### config.mk
export PLATFORM = sky130hd
export DESIGN_NAME = i2c_slave_regs_flat
export DESIGN_NICKNAME = d
export VERILOG_FILES = /design/src/rtl/i2c_slave_regs_if.sv /design/src/rtl/i2c_slave_regs.sv /design/src/flat_wrapper.sv
export SDC_FILE = /design/constraint.sdc
export NUM_CORES = 1
export LEC_CHECK = 0
export CORE_UTILIZATION = 25
export DETAILED_ROUTE_END_ITERATION = 8
export GPL_TIMING_DRIVEN = 0
export PLACE_DENSITY = 0.41
export SYNTH_ARGS = -nofsm -noshare
export SYNTH_HDL_FRONTEND = slang
export SYNTH_SLANG_ARGS = --single-unit
### constraint.sdc
create_clock -name clk -period 3.6 [get_ports clk]
set_input_delay 0.9 -clock clk [delete_from_list [all_inputs] [get_ports clk]]
set_output_delay 0.9 -clock clk [all_outputs]
set_load 0.01 [all_outputs]
### src/rtl/i2c_slave_regs_if.sv
// Bus-side signals of the I2C register target: raw SCL/SDA levels in,
// open-drain SDA enable and register-write announcement out.
interface i2c_slave_regs_if #(
    parameter int PW = 4
);
    logic          scl_in;
    logic          sda_in;
    logic          sda_oe;
    logic          reg_wr_en;
    logic [PW-1:0] reg_wr_addr;
    logic [7:0]    reg_wr_data;
    logic          busy;

    modport slave (
        input  scl_in, sda_in,
        output sda_oe, reg_wr_en, reg_wr_addr, reg_wr_data, busy
    );

    modport master (
        output scl_in, sda_in,
        input  sda_oe, reg_wr_en, reg_wr_addr, reg_wr_data, busy
    );
endinterface

### src/rtl/i2c_slave_regs.sv
// I2C target with a NUM_REGS x 8 register file: oversampled SCL/SDA, address
// match, register pointer, burst writes with a write strobe, burst reads.
module i2c_slave_regs #(
    parameter logic [6:0] SLAVE_ADDR = 7'h50,
    parameter int         NUM_REGS   = 16
) (
    input  logic clk,
    input  logic reset_n,
    i2c_slave_regs_if.slave bus
);
    localparam int PW = $clog2(NUM_REGS);

    typedef enum logic [3:0] {
        IDLE, ADDR, ADDR_ACK, PTR, PTR_ACK, WDATA, WDATA_ACK, RDATA, RDATA_ACK, IGNORE
    } state_t;

    state_t        state, state_n;
    logic [3:0]    bit_cnt, bit_cnt_n;
    logic [7:0]    shift, shift_n;
    logic [PW-1:0] ptr, ptr_n, ptr_inc;
    logic          rw, rw_n;
    logic          sda_oe_r, sda_oe_n;
    logic          busy_r, busy_n;
    logic          wr_en_r, wr_en_n;
    logic [PW-1:0] wr_addr_r, wr_addr_n;
    logic [7:0]    wr_data_r, wr_data_n;
    logic [7:0]    reg_file [NUM_REGS];

    logic scl_p0, scl_p1, scl_p2;
    logic sda_p0, sda_p1, sda_p2;
    logic scl_rise, scl_fall, start_det, stop_det;
    logic [7:0] shift_in, rd_cur, rd_next;

    // Stage p0/p1: two-flop synchroniser; p2: history for edge/condition detect
    always_ff @(posedge clk) begin
        if (!reset_n) begin
            scl_p0 <= 1'b1; scl_p1 <= 1'b1; scl_p2 <= 1'b1;
            sda_p0 <= 1'b1; sda_p1 <= 1'b1; sda_p2 <= 1'b1;
        end else begin
            scl_p0 <= bus.scl_in; scl_p1 <= scl_p0; scl_p2 <= scl_p1;
            sda_p0 <= bus.sda_in; sda_p1 <= sda_p0; sda_p2 <= sda_p1;
        end
    end

    assign scl_rise  = scl_p1 & ~scl_p2;
    assign scl_fall  = ~scl_p1 & scl_p2;
    assign start_det = scl_p1 & scl_p2 & sda_p2 & ~sda_p1;
    assign stop_det  = scl_p1 & scl_p2 & ~sda_p2 & sda_p1;
    assign shift_in  = {shift[6:0], sda_p1};
    assign ptr_inc   = ptr + PW'(1);
    assign rd_cur    = reg_file[ptr];
    assign rd_next   = reg_file[ptr_inc];

    always_ff @(posedge clk) begin
        if (!reset_n) begin
            state     <= IDLE;
            bit_cnt   <= '0;
            shift     <= '0;
            ptr       <= '0;
            rw        <= 1'b0;
            sda_oe_r  <= 1'b0;
            busy_r    <= 1'b0;
            wr_en_r   <= 1'b0;
            wr_addr_r <= '0;
            wr_data_r <= '0;
            for (int i = 0; i < NUM_REGS; i++) reg_file[i] <= '0;
        end else begin
            state     <= state_n;
            bit_cnt   <= bit_cnt_n;
            shift     <= shift_n;
            ptr       <= ptr_n;
            rw        <= rw_n;
            sda_oe_r  <= sda_oe_n;
            busy_r    <= busy_n;
            wr_en_r   <= wr_en_n;
            wr_addr_r <= wr_addr_n;
            wr_data_r <= wr_data_n;
            if (wr_en_n) reg_file[wr_addr_n] <= wr_data_n;
        end
    end

    always_comb begin
        state_n   = state;
        bit_cnt_n = bit_cnt;
        shift_n   = shift;
        ptr_n     = ptr;
        rw_n      = rw;
        sda_oe_n  = sda_oe_r;
        busy_n    = busy_r;
        wr_en_n   = 1'b0;
        wr_addr_n = wr_addr_r;
        wr_data_n = wr_data_r;

        // Bus conditions pre-empt any SCL edge seen in the same cycle
        if (start_det) begin
            state_n   = ADDR;
            bit_cnt_n = '0;
            sda_oe_n  = 1'b0;
        end else if (stop_det) begin
            state_n  = IDLE;
            sda_oe_n = 1'b0;
            busy_n   = 1'b0;
        end else begin
            case (state)
                ADDR: if (scl_rise) begin
                    shift_n   = shift_in;
                    bit_cnt_n = bit_cnt + 4'd1;
                    if (bit_cnt == 4'd7) begin
                        bit_cnt_n = '0;
                        rw_n      = sda_p1;
                        if (shift[6:0] == SLAVE_ADDR) begin
                            state_n = ADDR_ACK;
                            busy_n  = 1'b1;
                        end else begin
                            state_n = IGNORE;
                            busy_n  = 1'b0;
                        end
                    end
                end
                // First falling edge pulls SDA low, second one releases it
                ADDR_ACK, PTR_ACK, WDATA_ACK: if (scl_fall) begin
                    if (bit_cnt == 4'd0) begin
                        sda_oe_n  = 1'b1;
                        bit_cnt_n = 4'd1;
                    end else begin
                        sda_oe_n  = 1'b0;
                        bit_cnt_n = '0;
                        if (state == ADDR_ACK && rw) begin
                            state_n   = RDATA;
                            shift_n   = {rd_cur[6:0], 1'b0};
                            sda_oe_n  = ~rd_cur[7];
                            bit_cnt_n = 4'd1;
                        end else if (state == ADDR_ACK) begin
                            state_n = PTR;
                        end else begin
                            state_n = WDATA;
                        end
                    end
                end
                PTR: if (scl_rise) begin
                    shift_n   = shift_in;
                    bit_cnt_n = bit_cnt + 4'd1;
                    if (bit_cnt == 4'd7) begin
                        bit_cnt_n = '0;
                        ptr_n     = shift_in[PW-1:0];
                        state_n   = PTR_ACK;
                    end
                end
                WDATA: if (scl_rise) begin
                    shift_n   = shift_in;
                    bit_cnt_n = bit_cnt + 4'd1;
                    if (bit_cnt == 4'd7) begin
                        bit_cnt_n = '0;
                        wr_en_n   = 1'b1;
                        wr_addr_n = ptr;
                        wr_data_n = shift_in;
                        ptr_n     = ptr_inc;
                        state_n   = WDATA_ACK;
                    end
                end
                // bit_cnt counts bits already placed on SDA
                RDATA: if (scl_fall) begin
                    if (bit_cnt < 4'd8) begin
                        sda_oe_n  = ~shift[7];
                        shift_n   = {shift[6:0], 1'b0};
                        bit_cnt_n = bit_cnt + 4'd1;
                    end else begin
                        sda_oe_n  = 1'b0;
                        bit_cnt_n = '0;
                        state_n   = RDATA_ACK;
                    end
                end
                RDATA_ACK: if (scl_rise) begin
                    if (!sda_p1) begin
                        ptr_n     = ptr_inc;
                        shift_n   = rd_next;
                        bit_cnt_n = '0;
                        state_n   = RDATA;
                    end else begin
                        state_n = IGNORE;
                        busy_n  = 1'b0;
                    end
                end
                default: ;
            endcase
        end
    end

    assign bus.sda_oe      = sda_oe_r;
    assign bus.busy        = busy_r;
    assign bus.reg_wr_en   = wr_en_r;
    assign bus.reg_wr_addr = wr_addr_r;
    assign bus.reg_wr_data = wr_data_r;
endmodule

### src/flat_wrapper.sv
// flat-port wrapper written by rule: the top's interface ports become plain ports
module i2c_slave_regs_flat 
#(
    parameter logic [6:0] SLAVE_ADDR = 7'h50,
    parameter int         NUM_REGS   = 16
)
  (clk, reset_n, bus_scl_in, bus_sda_in, bus_sda_oe, bus_reg_wr_en, bus_reg_wr_addr, bus_reg_wr_data, bus_busy);
  i2c_slave_regs_if #(.PW(4)) bus_i ();
  input  logic clk;
  input  logic reset_n;
  input wire logic [$bits(bus_i.scl_in)-1:0] bus_scl_in;
  input wire logic [$bits(bus_i.sda_in)-1:0] bus_sda_in;
  output wire logic [$bits(bus_i.sda_oe)-1:0] bus_sda_oe;
  output wire logic [$bits(bus_i.reg_wr_en)-1:0] bus_reg_wr_en;
  output wire logic [$bits(bus_i.reg_wr_addr)-1:0] bus_reg_wr_addr;
  output wire logic [$bits(bus_i.reg_wr_data)-1:0] bus_reg_wr_data;
  output wire logic [$bits(bus_i.busy)-1:0] bus_busy;
  assign bus_i.scl_in = bus_scl_in;
  assign bus_i.sda_in = bus_sda_in;
  assign bus_sda_oe = bus_i.sda_oe;
  assign bus_reg_wr_en = bus_i.reg_wr_en;
  assign bus_reg_wr_addr = bus_i.reg_wr_addr;
  assign bus_reg_wr_data = bus_i.reg_wr_data;
  assign bus_busy = bus_i.busy;
  i2c_slave_regs #(.SLAVE_ADDR(SLAVE_ADDR), .NUM_REGS(NUM_REGS)) u_core (.clk(clk), .reset_n(reset_n), .bus(bus_i));
endmodule
Word-level counts from Yosys, hierarchy flattened --
Memory sizes are Yosys's and may differ from the RTL's. A register that Yosys moved wholly into a read port is not among the register bits. Index checks and enable logic that the tools add are counted.
Word-level totals: flip-flop bits (word level) 42, bits in latches 0, bits in writable memories 128, bits in read-only memories 0, bits of input ports 4, logic and storage cells 179, memories 1
Memories:
- u_core.reg_file | depth 16, width 8, rd ports 2, clocked after memory_dff 1, write ports 16, line i2c_slave_regs.sv:27 | logic [7:0] reg_file [NUM_REGS];
Operators by class: add/sub/neg operators 2, multipliers 0, divide/modulo/power cells 0, magnitude comparators 1, equal/unequal tests 40, shift operators 0, multiplexer cells 81, bitwise operators 16, reductions and logical operators 21
Operators by type and width (count):
- $mux 4 | 36
- $mux 8 | 14
- $ne 4x1->1 const B | 9
- $pmux 8 s4 | 1
- $mux 1 | 24
- $ne 2x1->1 const B | 12
- $pmux 4 s6 | 1
- $reduce_and 12->1 | 2
- $eq 4x3->1 const B | 5
- $pmux 4 s4 | 1
- $ne 3x1->1 const B | 4
- $pmux 4 s3 | 1
- $reduce_and 11->1 | 1
- $not 1->1 | 9
- $reduce_and 9->1 | 1
- $reduce_or 3->1 | 3
- $add 4x1->4 const B | 2
- $eq 4x2->1 const B | 2
- $ne 4x2->1 const B | 2
- $reduce_bool 8->1 | 1
- $reduce_or 8->1 | 1
- $and 1x1->1 | 7
- $eq 7x7->1 const B | 1
- $reduce_and 7->1 | 1
- other kinds (16) | 20

Longest topological paths before layout --
depth in word-level cells 11, depth in mapped cells 10, mapped depth without buffers 8

Least setup slack after synthesis --
No wires, ideal clock.
kind input to register, start point input reset_n, end point memory u_core.reg_file[7][0] (enable), data arrival time 2.019 ns, data required time 3.271 ns, path slack 1.252 ns, stages on the path 5, cells stage by stage o21ai_0 > nand2b_4 > nor3b_4 > nand3_2 > nand2_1
RTL lines:
- start, declared | line flat_wrapper.sv:10 | input logic reset_n;
- end, declared | line i2c_slave_regs.sv:27

==> results by group <==
STA
  – Setup TNS: 0 ps
  – Worst-Margin Slew: 1160 ps
  – Tcrit/Tclk final: 92.6%
  – RSZ-0062 raised after global routing: no
  – Final setup viols: 0
  – Clock Skews: 17.5 ps
  – Slew Limit Fails: 0
  – Achievable Freq: 300 MHz
  – Max-slew headroom: 20.3%
  – Final hold vios: 0
  – WHS: 418 ps
  – Period minus WS final: 3330 ps

Clock network
  – CTS Sinks: 174
  – Clock latency on the worst-skew pair: 440 ps
  – Hold_buf cts: 0
  – Max Root-Sink Buffers: 2
  – Max H-tree Level: 4
  – CTS tree: yes
  – Total CTS buffers: 17
  – Setup Buffers After CTS: 0
  – Clock transition at path regs: 70 ps
  – Clk Tree Root Cell: clkbuf_16
  – Post-cts sizing count: 0

Yosys
  – Largest cells by area after synthesis: edfxtp_1 42%, mux4_2 13%, dfxtp_1 10%, mux2i_1 6.4%, nor2_1 6.2%
  – Register area share after synthesis: 52.5%
  – Synthesized area per cell: 12.3 sq um
  – Most frequent cell after synthesis: nor2_1
  – Most common flop cell mapped by yosys: edfxtp_1
  – Xor and xnor area share after synthesis: 0.290%
  – Post-synthesis mux area share: 19.7%
  – Post-synthesis cell area: 0.00907 sq mm
  – Mapped Cells: 739
  – Ys Warns: 0
  – Cell taking the most area after synthesis: edfxtp_1
  – Synth top area share: 42.4%
  – Simple-gate share of the synthesized area: 15.6%
  – Synth Register Bits: 174
  – Synth async-reset ratio: 0%
  – Net count after synthesis: 747
  – Main combinational cell family by area after synthesis: multiplexers
  – Synth Area in Compound Gates: 8.06%
  – Synth top cells by count: 151 x nor2_1, 128 x edfxtp_1, 58 x mux2i_1
  – Adder-cell share of the synthesized area: 0.662%
  – Post-synth EDFFs: 128
  – Distinct cells, synth: 75

Finish
  – Filler Cell Count: 3640
  – Final core occ: 29.1%
  – Layout cells sized above 1: 18.8%
  – Area Overhead vs Synth: 14.3%
  – Diode count: 0
  – Register Area: 0.00476 sq mm
  – Post-Layout Cell Count: 1250
  – Multi-input gate area: 0.00402 sq mm
  – Nets: 784

Global route
  – First-pass GRT wire length: 45500 um
  – Vias in the first global route: 6363
  – Largest net degree at the start of global routing: 17
  – Tot GR Track Use: 17.5%
  – Gr ovfl total: 0
  – Antenna violations before repair: 0

Floorplan
  – Starting density of the core: 25.4%
  – Die ar.: 0.0371 sq mm
  – Rows: 69
  – I/O pin cnt: 19
  – Chip Height: 192 um
  – Core region area: 0.0357 sq mm
  – Die X: 192 um

Status
  – Failing checks: DRC
  – Run status: complete, but fails checks

Placement
  – GPL Wtd Cong: 0.829
  – Placed cells: 1218
  – Detailed-placement wirelength estimate: 22800 um
  – Port Buffer Count: 18

Worst setup path
  – Startpoint types: input pin
  – Crit. End Element: flip-flop
  – CP required: 3670 ps
  – Critical path class: in2reg
  – Crit Path Max Fanout: 9
  – Crit path arrival time: 3400 ps

Pwr
  – Max VDD drop: 286 uV
  – Power density cells: 405 mW/mm^2
  – Leak: 3.52 nW

Drt
  – Final wirelength: 31300 um
  – Vias per cell: 5.12
  – DR pass1 iterations: 7
  – Remaining DRCs: 6
  – First-iteration detailed-routing DRC count: 588
  – Average wire per standard cell: 25.0 um
  – Antenna violation net count after detailed routing: 0
  – Via count: 6401

Job
  – Max-cap violations: 0

Worst hold path
  – Hold crit path type: reg2reg
==> state kept, by name, summed over array words and instances (netlist names), 4 cells and up, named ones only <==
| register | count |
|---|---|
| u_core.bus.reg_wr_data | 8 |
| u_core.state | 4 |
| u_core.bit_cnt | 4 |
| u_core.reg_file | 128 |
| u_core.shift | 8 |
| u_core.bus.reg_wr_addr | 4 |
| u_core.ptr | 4 |
==> cells by family (layout without fill, tap and decap cells) <==
group	count (synthesis)	count (layout)
DFF	174	174
adders and majority gates	5	5
and+or+nand+nor	287	287
xor gates and xnor gates	3	3
AOI/OAI and AO/OA	98	98
buffers and inverters	60	110
muxes	112	112
==> per-stage QoR <==
step | power [mW] | worst slack [ps] | instance area (sq um)
global route | 4.30 | 65.1 | 10400
finish | 4.19 | 268 | 10400
CTS | 4.22 | 273 | 10400
floorplan | 2.36 | 1250 | 9070
global placement | 2.44 | -129 | 9830
detailed placement | 2.44 | -136 | 9830
==> critical path, stage by stage <==
cell and delay, ps:
clkdlybuf4s50_1 570, o21ai_0 320, nand2b_4 320, nor3_2 280
nand2_1 400, nand2_1 590
==> placed cells by master, fill, tap and decap left out, types with 3 or more instances in the layout <==
master	synthesis	layout
clkdlybuf4s50_1	0	18
clkbuf_1	17	20
a21oi_1	18	18
o21bai_1	6	6
clkbuf_16	0	17
o21ai_0	16	16
inv_1	7	7
o22ai_1	12	12
nor2b_1	18	18
nand3_1	11	11
buf_6	3	3
nand2_1	40	40
nand3b_1	3	3
nand3_2	3	3
o2111ai_1	6	6
nor3_1	7	7
nand2_2	9	9
dfxtp_1	46	46
buf_2	30	30
a21o_1	3	3
inv_6	0	4
o21ai_1	3	3
ha_1	4	4
edfxtp_1	128	128
a222oi_1	6	6
and3_1	4	4
mux4_2	53	53
clkinvlp_4	0	3
o211a_1	6	6
nor3b_1	3	3
nor2_1	151	151
mux2i_1	58	58
nand2b_1	15	15
==> layer usage <==
layer | vias up | global-route usage [%] | wire, um
li1 | 2848 | - | -
met1 | 3301 | 24.0 | 14300
met2 | 219 | 28.2 | 14900
met3 | 33 | 2.55 | 1470
met4 | 0 | 6.00 | 713
met5 | - | 0 | 0
==> path summary, 6_finish.rpt <==
check / slack [ps] / end / cells past startpoint / startpoint
max: 270 / u_core.reg_file[2][4]$_SDFFCE_PN0P_ / 6 / reset_n
min: 420 / u_core.sda_p1$_SDFF_PN1_ / 1 / u_core.sda_p0$_SDFF_PN1_
max reg2reg: 290 / u_core.reg_file[9][3]$_SDFFCE_PN0P_ / 7 / u_core.bit_cnt[0]$_SDFFE_PP0P_
min reg2reg: 420 / u_core.sda_p1$_SDFF_PN1_ / 1 / u_core.sda_p0$_SDFF_PN1_
==> power by group <==
group          internal (mW)  leakage (nW)  total (mW)  switching [mW]
Combinational         0.0582          1.57       0.160           0.102
Clock                  0.904         0.256        1.80           0.894
Sequential              2.20          1.69        2.24          0.0390
Total                   3.16          3.52        4.19            1.03
==> cell type report <==
class	count	share of cell area (%)
inverters	8	0.290
well taps	461	5.56
repair buffers	18	1.74
plain buffers	52	2.50
flip-flops and latches	174	46.0
multi-input cells	505	38.8
clock inverters	12	0.990
clock buffers	20	4.21
(Power assumes the default switching activity.)
